## src/rtl/miriscv_irq_ctrl.sv

```systemverilog
// ---------------------------------------------------------------------------
// miriscv_irq_ctrl
//
// Interrupt controller in front of the miriscv core interrupt input.
// Level-sensitive peripheral requests are masked with the core MIE bits, one
// line is selected and presented to the core together with its mcause code.
// The selection is held until the core signals mret, after which a one-cycle
// one-hot acknowledge is returned to the serviced peripheral.
//
// Optional build macro:
//   MIRISCV_IRQ_RR_EN  - round-robin arbitration starting after the last
//                        serviced line; when undefined, the lowest pending
//                        index wins.
//
// Ports:
//   clk_i        core clock, all state updates on rising edge
//   rst_i        synchronous active-high reset
//   irq_req_i    level-sensitive peripheral requests (IRQ_NUM)
//   mie_i        per-line enable mask from core CSR (IRQ_NUM)
//   irq_ret_i    one-cycle pulse from core on mret
//   irq_o        registered interrupt request to core
//   irq_cause_o  registered mcause of the selected line
//   irq_ack_o    registered one-hot acknowledge to peripherals (IRQ_NUM)
//
// Handshake: irq_o rises one cycle after a pending line is seen in IDLE and
// stays high until irq_ret_i is sampled in SERVE; irq_ret_i outside SERVE is
// ignored. irq_ack_o is high for exactly the one ACK cycle.
// ---------------------------------------------------------------------------
module miriscv_irq_ctrl #(
    parameter int unsigned IRQ_NUM    = 16,
    parameter logic [31:0] CAUSE_BASE = 32'h8000_0010
) (
    input  logic               clk_i,
    input  logic               rst_i,
    input  logic [IRQ_NUM-1:0] irq_req_i,
    input  logic [IRQ_NUM-1:0] mie_i,
    input  logic               irq_ret_i,
    output logic               irq_o,
    output logic [31:0]        irq_cause_o,
    output logic [IRQ_NUM-1:0] irq_ack_o
);

    localparam int unsigned ID_W = (IRQ_NUM > 1) ? $clog2(IRQ_NUM) : 1;

    typedef enum logic [1:0] {
        IDLE  = 2'd0,
        SERVE = 2'd1,
        ACK   = 2'd2
    } state_e;

    state_e             state_q, state_d;
    logic [ID_W-1:0]    id_q, id_d;
    logic               irq_q, irq_d;
    logic [31:0]        cause_q, cause_d;
    logic [IRQ_NUM-1:0] ack_q, ack_d;

    logic [IRQ_NUM-1:0] pending;
    logic               sel_found;
    logic [ID_W-1:0]    sel_id;

    assign pending = irq_req_i & mie_i;

`ifdef MIRISCV_IRQ_RR_EN
    logic [ID_W-1:0] last_id_q, last_id_d;

    // Search begins one past the last serviced line and wraps around.
    always_comb begin
        int unsigned idx;
        sel_found = 1'b0;
        sel_id    = '0;
        idx       = 0;
        for (int k = 0; k < int'(IRQ_NUM); k++) begin
            idx = (int'(last_id_q) + 1 + k) % IRQ_NUM;
            if (!sel_found && pending[idx]) begin
                sel_found = 1'b1;
                sel_id    = ID_W'(idx);
            end
        end
    end
`else
    // Scan from the top down so the lowest pending index is the final winner.
    always_comb begin
        sel_found = 1'b0;
        sel_id    = '0;
        for (int i = int'(IRQ_NUM) - 1; i >= 0; i--) begin
            if (pending[i]) begin
                sel_found = 1'b1;
                sel_id    = ID_W'(i);
            end
        end
    end
`endif

    always_comb begin
        state_d = state_q;
        id_d    = id_q;
        irq_d   = irq_q;
        cause_d = cause_q;
        ack_d   = '0;
`ifdef MIRISCV_IRQ_RR_EN
        last_id_d = last_id_q;
`endif
        case (state_q)
            IDLE: begin
                if (sel_found) begin
                    id_d    = sel_id;
                    cause_d = CAUSE_BASE + {{(32-ID_W){1'b0}}, sel_id};
                    irq_d   = 1'b1;
                    state_d = SERVE;
                end
            end
            SERVE: begin
                // Request/mask changes are ignored while a line is in service.
                if (irq_ret_i) begin
                    irq_d = 1'b0;
                    for (int i = 0; i < int'(IRQ_NUM); i++) begin
                        ack_d[i] = (id_q == ID_W'(i));
                    end
`ifdef MIRISCV_IRQ_RR_EN
                    last_id_d = id_q;
`endif
                    state_d = ACK;
                end
            end
            ACK: begin
                // One dead cycle lets the peripheral drop its level.
                state_d = IDLE;
            end
            default: begin
                irq_d   = 1'b0;
                state_d = IDLE;
            end
        endcase
    end

    always_ff @(posedge clk_i) begin
        if (rst_i) begin
            state_q <= IDLE;
            id_q    <= '0;
            irq_q   <= 1'b0;
            cause_q <= '0;
            ack_q   <= '0;
`ifdef MIRISCV_IRQ_RR_EN
            last_id_q <= ID_W'(IRQ_NUM - 1);
`endif
        end else begin
            state_q <= state_d;
            id_q    <= id_d;
            irq_q   <= irq_d;
            cause_q <= cause_d;
            ack_q   <= ack_d;
`ifdef MIRISCV_IRQ_RR_EN
            last_id_q <= last_id_d;
`endif
        end
    end

    assign irq_o       = irq_q;
    assign irq_cause_o = cause_q;
    assign irq_ack_o   = ack_q;

endmodule
```

## config.mk

```make
export PLATFORM = sky130hd
export DESIGN_NAME = miriscv_irq_ctrl
export DESIGN_NICKNAME = d
export VERILOG_FILES = /design/src/rtl/miriscv_irq_ctrl.sv
export SDC_FILE = /design/constraint.sdc
export NUM_CORES = 1
export LEC_CHECK = 0
export CORE_MARGIN = 5
export CORE_UTILIZATION = 34
export CTS_CLUSTER_SIZE = 16
export DETAILED_ROUTE_END_ITERATION = 8
export MAX_ROUTING_LAYER = met4
export PLACE_DENSITY = 0.8
export SETUP_SLACK_MARGIN = 0.02
export SYNTH_ARGS = -nofsm -noshare
export SYNTH_HDL_FRONTEND = slang
export SYNTH_SLANG_ARGS = --single-unit
```

## constraint.sdc

```tcl
create_clock -name clk_i -period 1.97 [get_ports clk_i]
set_input_delay 0.394 -clock clk_i [delete_from_list [all_inputs] [get_ports clk_i]]
set_output_delay 0.394 -clock clk_i [all_outputs]
set_load 0.03 [all_outputs]
```

## Word-level counts from Yosys, hierarchy flattened

Index checks and enable logic that the tools add are counted.

- Magnitude comparators: 0
- Reduce and logical (&&, ||, !) cells: 6
- Muxes and demuxes: 38
- Multipliers: 0
- Bitwise operators: 4
- Divide/modulo/power cells: 0
- Shifts and indexed selects: 0
- Add/subtract/negate cells: 1
- Equality and inequality tests: 19

Operators by type and width:

| operator | number |
|---|---|
| 4-bit 2-to-1 mux | 16 |
| 32-bit by 4-bit adder with 32-bit output, first input constant | 1 |
| 4-bit == test, second input constant | 8 |
| 1-bit 2-to-1 mux | 18 |
| 16-bit AND | 1 |
| 4-bit by 3-bit == test with 1-bit output, second input constant | 4 |
| 4-bit by 2-bit == test with 1-bit output, second input constant | 2 |
| 4-bit by 1-bit == test with 1-bit output, second input constant | 1 |
| 4-bit logical NOT | 1 |
| 2-bit 2-to-1 mux | 2 |
| 2-bit != test, second input constant | 2 |
| 2-bit case mux with 2 select lines | 1 |
| 2-bit AND reduction | 2 |
| 1-bit inverter | 3 |
| 1-bit case mux with 3 select lines | 1 |
| 3-bit AND reduction | 1 |
| 3-bit OR reduction | 1 |
| 2-bit by 1-bit == test with 1-bit output, second input constant | 1 |
| 2-bit == test, second input constant | 1 |
| 2-bit logical NOT | 1 |

- Flip-flop bits (word level): 55
- Output and inout bits: 49
- ROM bits: 0
- Bits of input ports: 35
- RAM bits: 0
- Latch bits: 0
- Memories: 0
- Logic and storage cells: 73

## Logic depth before layout (Yosys ltp)

Gate-level depths: netlist of the first run.

- Depth after elaboration: 19
- Gate-level depth with buffers: 5
- Mapped depth without buffers: 5

## Worst setup path after synthesis of the first run

Ideal clock, no wire load.

- Path kind: input-to-reg
- Start point: input irq_req_i[6]
- End point: register id_q[2]
- Stages on the path: 5
- Path slack: 0.539 ns
- Arrival: 1.302 ns
- Setup time: 0.129 ns
- Required time: 1.841 ns
- Buffers on the path: 0
- Path through: a22oi_1 > a41oi_2 > nor2_2 > or3_1 > a21oi_1

- Cells in the longest elaborated chain, start to end: 9
- Elaborated cells on any way between the ends: 16
- Those cells by class: 14 x mux; 1 x bitwise; 1 x reduce/logical

RTL lines:

| element | line | source |
|---|---|---|
| from (decl) | 35 | `input logic [IRQ_NUM-1:0] irq_req_i,` |
| 16-bit AND (*) | 61 | `assign pending = irq_req_i & mie_i;` |
| 1-bit 2-to-1 mux (7 in a row) | 86 | `if (pending[i]) begin` |
| 2-bit AND reduction (no source line) | n/a |  |
| to (signal assigned) | 148 | `id_q <= id_d;` |
| to (decl) | 52 | `logic [ID_W-1:0] id_q, id_d;` |

Every way passes the cells marked *; elsewhere a longest branch is shown, timed or not.
A chain may end at the register's enable or synchronous reset.

==> metrics.md, run 1 <==
| Metric | Value |
|---|---|
| Initial Utilization | 0.351 |
| Hold WC Path Type | reg2reg |
| TritonCTS clock tree | done |
| RSZ-0062 raised after global routing | no |
| Simple-Gate Fraction of Synth Area | 0.193 |
| Worst-path clk slew | 120 ps |
| Chip width | 68.5 um |
| Clock Latency Late Sink | 310 ps |
| Slowest-stage cell, CP | clkdlybuf4s50_1 |
| Peak VDD IR | 221 uV |
| Mux share of post-synthesis cell area | 0 |
| IO buf count | 57 |
| Slew Viols, Final | 0 |
| IO Pins | 84 |
| Combinational power share | 0.315 |
| WL/cell | 12.3 um |
| Overflow after GRT | 0 |
| Clock buffer depth | 2 |
| GR Layer Usage met1 | 0.140 |
| Arr. time, crit path | 1460 ps |
| Peak Freq | 0.539 GHz |
| Crit-path cells | clkdlybuf4s50_1 |
| N_diodes | 0 |
| Fin. Hold Viols | 0 |
| Critical path class | reg2out |
| Cell Area, Placed | 0.00175 sq mm |
| Final setup TNS | 0 ps |
| Seq/Total Area, Yosys | 0.413 |
| Switching Fraction | 0.312 |
| Synthesized cell area | 0.00116 sq mm |
| Post-Synth XOR/XNOR Area | 0 |
| Cell variety after synth | 28 |
| Initial antenna violation count | 0 |
| Via count | 1,125 |
| Clock power share | 0.221 |
| TritonCTS Buffers | 3 |
| Leakage | 0.723 nW |
| Drt drc | 0 |
| Min Tclk post-route | 1860 ps |
| Met2 global-route usage | 0.241 |
| Final instance area | 0.00179 sq mm |
| Status | complete, no violations |
| Die Y-Extent | 68.5 um |
| Element type at the critical path start | register |
| Layout Cells excl Fill | 245 |
| Syn-to-layout area delta | 54.1% |
| Floorplan row count | 21 |
| Max FO, Critical Path | 6 |
| Power Density | 627 mW/mm^2 |
| Flop and latch count out of synthesis | 24 |
| Largest net degree at the start of global routing | 14 |
| Number of hold buffers added after cts | 0 |
| Post-synth top area cell | dfxtp_1 |
| Clk_skew | 5.10 ps |
| Hpwl dp | 2.53 mm |
| Worst Path Required | 1580 ps |
| Worst Path Buf+Inv | 1 |
| Hold slack | 477 ps |
| Largest cells by area after synthesis | dfxtp_1 41%, buf_4 17%, a22oi_1 5.8% |
| Final worst path period share | 0.942 |
| Mapped Cells | 131 |
| GR Util met3 | 0.0296 |
| Syn. warnings | 0 |
| Post-Place Cells | 241 |
| Gpl congestion | 0.762 |
| Post-synth top area share | 0.413 |
| Critical Path Sink Type | primary output |
| ANT nets after route | 0 |
| Total Routed Length | 3.02 mm |
| Complex-gate fraction of the synthesized area | 0.213 |
| Clock Sink Count | 24 |
| Largest family of logic cells by synthesized area | compound AO/OA/AOI/OAI gates |
| Most Crowded Layer GR | met2 |
| H-tree levels | 1 |
| Number of vias per cell | 4.59 |
| CTS root buf | clkbuf_4 |
| Final setup vio count | 0 |
| Max_cap viols | 0 |
| Fraction of the mapped netlist area in adder cells | 0 |
| # Post-CTS Setup Buffers | 0 |
| Vias in the first global route | 1,087 |
| Nets@finish | 235 |
| Int Pwr | 773 uW |
| CTS-repair resized insts | 0 |
| TritonRoute pass-1 iters | 4 |
| Pwr Total | 1.12 mW |
| Psw | 351 uW |
| Drt initial violations | 65 |
| Syn Area/Cell | 8.87 sq um |
| Top Family by Delay on Critical Path | buffers and inverters |
| DIE AREA | 0.00469 sq mm |
| Layout cells sized above 1 | 0.0955 |
| Global-route wire length before repair | 4.60 mm |
| Gr usage total | 0.133 |
| Register share of total power | 0.464 |
| Largest stage delay, worst path | 720 ps |
| Core ar. | 0.00331 sq mm |
sequential cells by signal, summed over array words and instances, names as in the netlist:
register and cells:
irq_cause_o 2, irq_ack_o 16, state_q 2, id_q 3, irq_o 1
synthesized netlist by cell type:
library cell / instances
nand3b_1: 2
or2_1: 1
or3_1: 1
buf_4: 27
o211ai_1: 1
a22o_1: 2
nand2_1: 12
nor3_1: 6
a222oi_1: 1
a31oi_1: 3
o31ai_1: 1
nor2b_1: 1
and4bb_2: 1
a41oi_2: 2
a21oi_1: 4
nand2b_1: 4
clkbuf_1: 1
or3b_2: 1
a21o_1: 3
conb_1: 1
o21ai_0: 3
dfxtp_1: 24
a32oi_1: 1
a32o_1: 2
nand3_1: 2
a22oi_1: 9
nor2_2: 1
nor2_1: 14
layer usage:
layer,share of wire,vias to the layer above
li1,-,558
met1,0.38,512
met2,0.49,51
met3,0.11,4
met4,0.0083,0
met5,0,-
through the flow:
step	setup slack (ps)	utilization
after floorplan	539	-
after detailed placement	16.6	0.529
after global routing	47.8	0.541
after CTS	28.6	0.540
after global placement	50.2	0.529
final	114	0.541
kinds of logic (layout without fill, tap and decap cells):
kind of cell,after synthesis,in the layout
AO/OA/AOI/OAI,32,32
buffers and inverters,28,71
flip-flops,24,24
other,1,26
AND/OR/NAND/NOR,46,46
placed cells by master, fill, tap and decap left out, types with 2 or more instances in the layout:
| master | netlist | final |
|---|---|---|
| nand2_1 | 12 | 12 |
| a32o_1 | 2 | 2 |
| dfxtp_1 | 24 | 24 |
| nand2b_1 | 4 | 4 |
| o21ai_0 | 3 | 3 |
| conb_1 | 1 | 26 |
| a41oi_2 | 2 | 2 |
| nor3_1 | 6 | 6 |
| nand3b_1 | 2 | 2 |
| a31oi_1 | 3 | 3 |
| clkbuf_4 | 0 | 3 |
| a22o_1 | 2 | 2 |
| nand3_1 | 2 | 2 |
| a22oi_1 | 9 | 9 |
| nor2_1 | 14 | 14 |
| clkdlybuf4s50_1 | 0 | 56 |
| buf_4 | 27 | 10 |
| a21o_1 | 3 | 3 |
| a21oi_1 | 4 | 4 |
final cells by class:
cell class	count	area (sq um)
Multi-Input combinational cell	104	569
Fill cell	316	1520
Clock buffer	4	36.3
Timing Repair Buffer	67	648
Sequential cell	24	480
Tap cell	46	57.6
worst paths after layout:
check,from,end,slack (ps),depth (start not counted)
setup reg to reg,state_q[1],id_q[2],450,5
hold reg to reg,irq_o,irq_o,480,2
hold / removal,irq_o,irq_o,480,2
setup / recovery,id_q[2],irq_cause_o[2],110,1
power groups by stage:
stage / logic, mW / registers (mW) / clock network, mW
2_1_floorplan: 0.201 / 0.561 / 0
5_1_grt: 0.382 / 0.525 / 0.271
3_5_place_dp: 0.351 / 0.533 / 0
4_1_cts: 0.353 / 0.522 / 0.251
6_report: 0.354 / 0.522 / 0.248
3_3_place_gp: 0.347 / 0.532 / 0
Power figures use the tool's default switching activity.
==> run 2, diff against run 1 <==
Settings changed: CORE_MARGIN 5 to 10.
==> metrics.md, run 2 (synthesized netlist as in run 1, its figures left out) <==
| Metric | Value |
|---|---|
| Status | complete, no violations |
| Final setup TNS | 0 ps |
| Critical path class | reg2out |
| Via count | 1,110 |
| Global-route wire length before repair | 5.36 mm |
| Worst Setup SP | id_q[2] |
| Commonest non-fill, non-tap cells in the layout | 55 x clkdlybuf4s50_1, 26 x conb_1, 24 x dfxtp_1 |
| WL met2 | 1.66 mm |
| Post-Route M1 WL | 1.50 mm |
| Die Y-Extent | 78.5 um |
| Drt drc | 0 |
| Hold Startpoint | irq_o |
| Combinational power share | 0.320 |
| Initial antenna violation count | 0 |
| CTS root buf | clkbuf_4 |
| Overflow after GRT | 0 |
| Max reg flops | 16 |
| Hpwl dp | 2.91 mm |
| IO Pins | 84 |
| Vias in the first global route | 1,186 |
| Leakage | 0.717 nW |
| Peak Freq | 0.545 GHz |
| # Post-CTS Setup Buffers | 0 |
| Number of hold buffers added after cts | 0 |
| Final instance area | 0.00176 sq mm |
| Most common cell after layout, fill and taps aside | clkdlybuf4s50_1 |
| Clock Latency Late Sink | 300 ps |
| N_diodes | 0 |
| Met3 Wirelength | 242 um |
| Power Density | 608 mW/mm^2 |
| Clock power share | 0.189 |
| Clock buffer depth | 2 |
| TritonCTS clock tree | done |
| Fin. Hold Viols | 0 |
| Worst Path Buf+Inv | 1 |
| Crit-path cells | clkdlybuf4s50_1 |
| DIE AREA | 0.00616 sq mm |
| Largest net degree at the start of global routing | 13 |
| TritonCTS Buffers | 3 |
| Worst r2r src | state_q[1] |
| Cell Area, Placed | 0.00173 sq mm |
| RSZ-0062 raised after global routing | no |
| Switching Fraction | 0.322 |
| Max_cap viols | 0 |
| Slew Viols, Final | 0 |
| IO buf count | 57 |
| Total Routed Length | 3.40 mm |
| Layout cells sized above 1 | 0.0769 |
| Top Family by Delay on Critical Path | buffers and inverters |
| Core ar. | 0.00331 sq mm |
| Chip width | 78.5 um |
| Worst Path Required | 1580 ps |
| Gpl congestion | 0.825 |
| Worst-path clk slew | 110 ps |
| Int Pwr | 725 uW |
| Nets@finish | 232 |
| H-tree levels | 1 |
| Critical Path Sink Type | primary output |
| Psw | 344 uW |
| Largest stage delay, worst path | 710 ps |
| Register share of total power | 0.491 |
| Slowest-stage cell, CP | clkdlybuf4s50_1 |
| Clock Sink Count | 24 |
| Final worst path period share | 0.931 |
| Arr. time, crit path | 1440 ps |
| Initial Utilization | 0.351 |
| Peak VDD IR | 244 uV |
| Top layer in use | met4 |
| Floorplan row count | 21 |
| Max FO, Critical Path | 6 |
| TritonRoute pass-1 iters | 4 |
| Drt initial violations | 48 |
| Element type at the critical path start | register |
| ANT nets after route | 0 |
| Clk_skew | 9.78 ps |
| Hold WC Path Type | reg2reg |
| Gr usage total | 0.107 |
| Min Tclk post-route | 1830 ps |
| Final setup vio count | 0 |
| Syn-to-layout area delta | 51.2% |
| Number of vias per cell | 4.61 |
| WL/cell | 14.1 um |
-- run 2: routing by layer --
metal  vias up  track usage
met2        56        0.174
met4         0       0.0287
met5         -            -
met1       505        0.123
li1        547            -
met3         2       0.0353
-- run 2: final timing paths --
check | to | slack (ps) | cells after the start
worst max-delay path | irq_cause_o[2] | 140 | 1
worst min-delay path | irq_o | 480 | 2
worst max register to register | id_q[2] | 460 | 5
worst min register to register | irq_o | 480 | 2
-- run 2: repair_timing --
item / in CTS / in global routing
endpoints found under the setup margin: 0 / 2
endpoints found under the hold margin: 0 / 0
resized for setup: 0 / 2
-- run 2: cell type report --
type | instances | area (sq um)
timing repair buffer | 64 | 628
clock buffer | 3 | 22.5
multi-input combinational | 104 | 569
fill | 317 | 1550
sequential | 24 | 480
tap | 46 | 57.6
-- run 2: power by group through the flow --
stage | clock [mW] | sequential [mW] | combinational (mW)
after floorplan | 0 | 0.561 | 0.201
final | 0.202 | 0.525 | 0.342
after global routing | 0.224 | 0.529 | 0.371
after global placement | 0 | 0.536 | 0.337
after CTS | 0.205 | 0.525 | 0.342
after detailed placement | 0 | 0.536 | 0.340
-- run 2: per-stage QoR --
| stage | hold slack (ps) | power (mW) | util | setup WS, ps | cells |
|---|---|---|---|---|---|
| detailed placement | 461 | 0.876 | 0.523 | 15.8 | 238 |
| global route | 525 | 1.12 | 0.531 | 96.8 | 241 |
| global placement | 451 | 0.873 | 0.523 | 44.7 | 238 |
| finish | 482 | 1.07 | 0.531 | 136 | 241 |
| floorplan | 523 | 0.762 | - | 539 | 156 |
| CTS | 482 | 1.07 | 0.529 | 26.4 | 241 |
==> run 3, diff against run 2 <==
Settings changed: CTS_CLUSTER_DIAMETER set to 60, SKIP_CTS_REPAIR_TIMING set to 1.
==> results of run 3 <==
No change in the layout: final DEF, timing and power equal those of run 2.
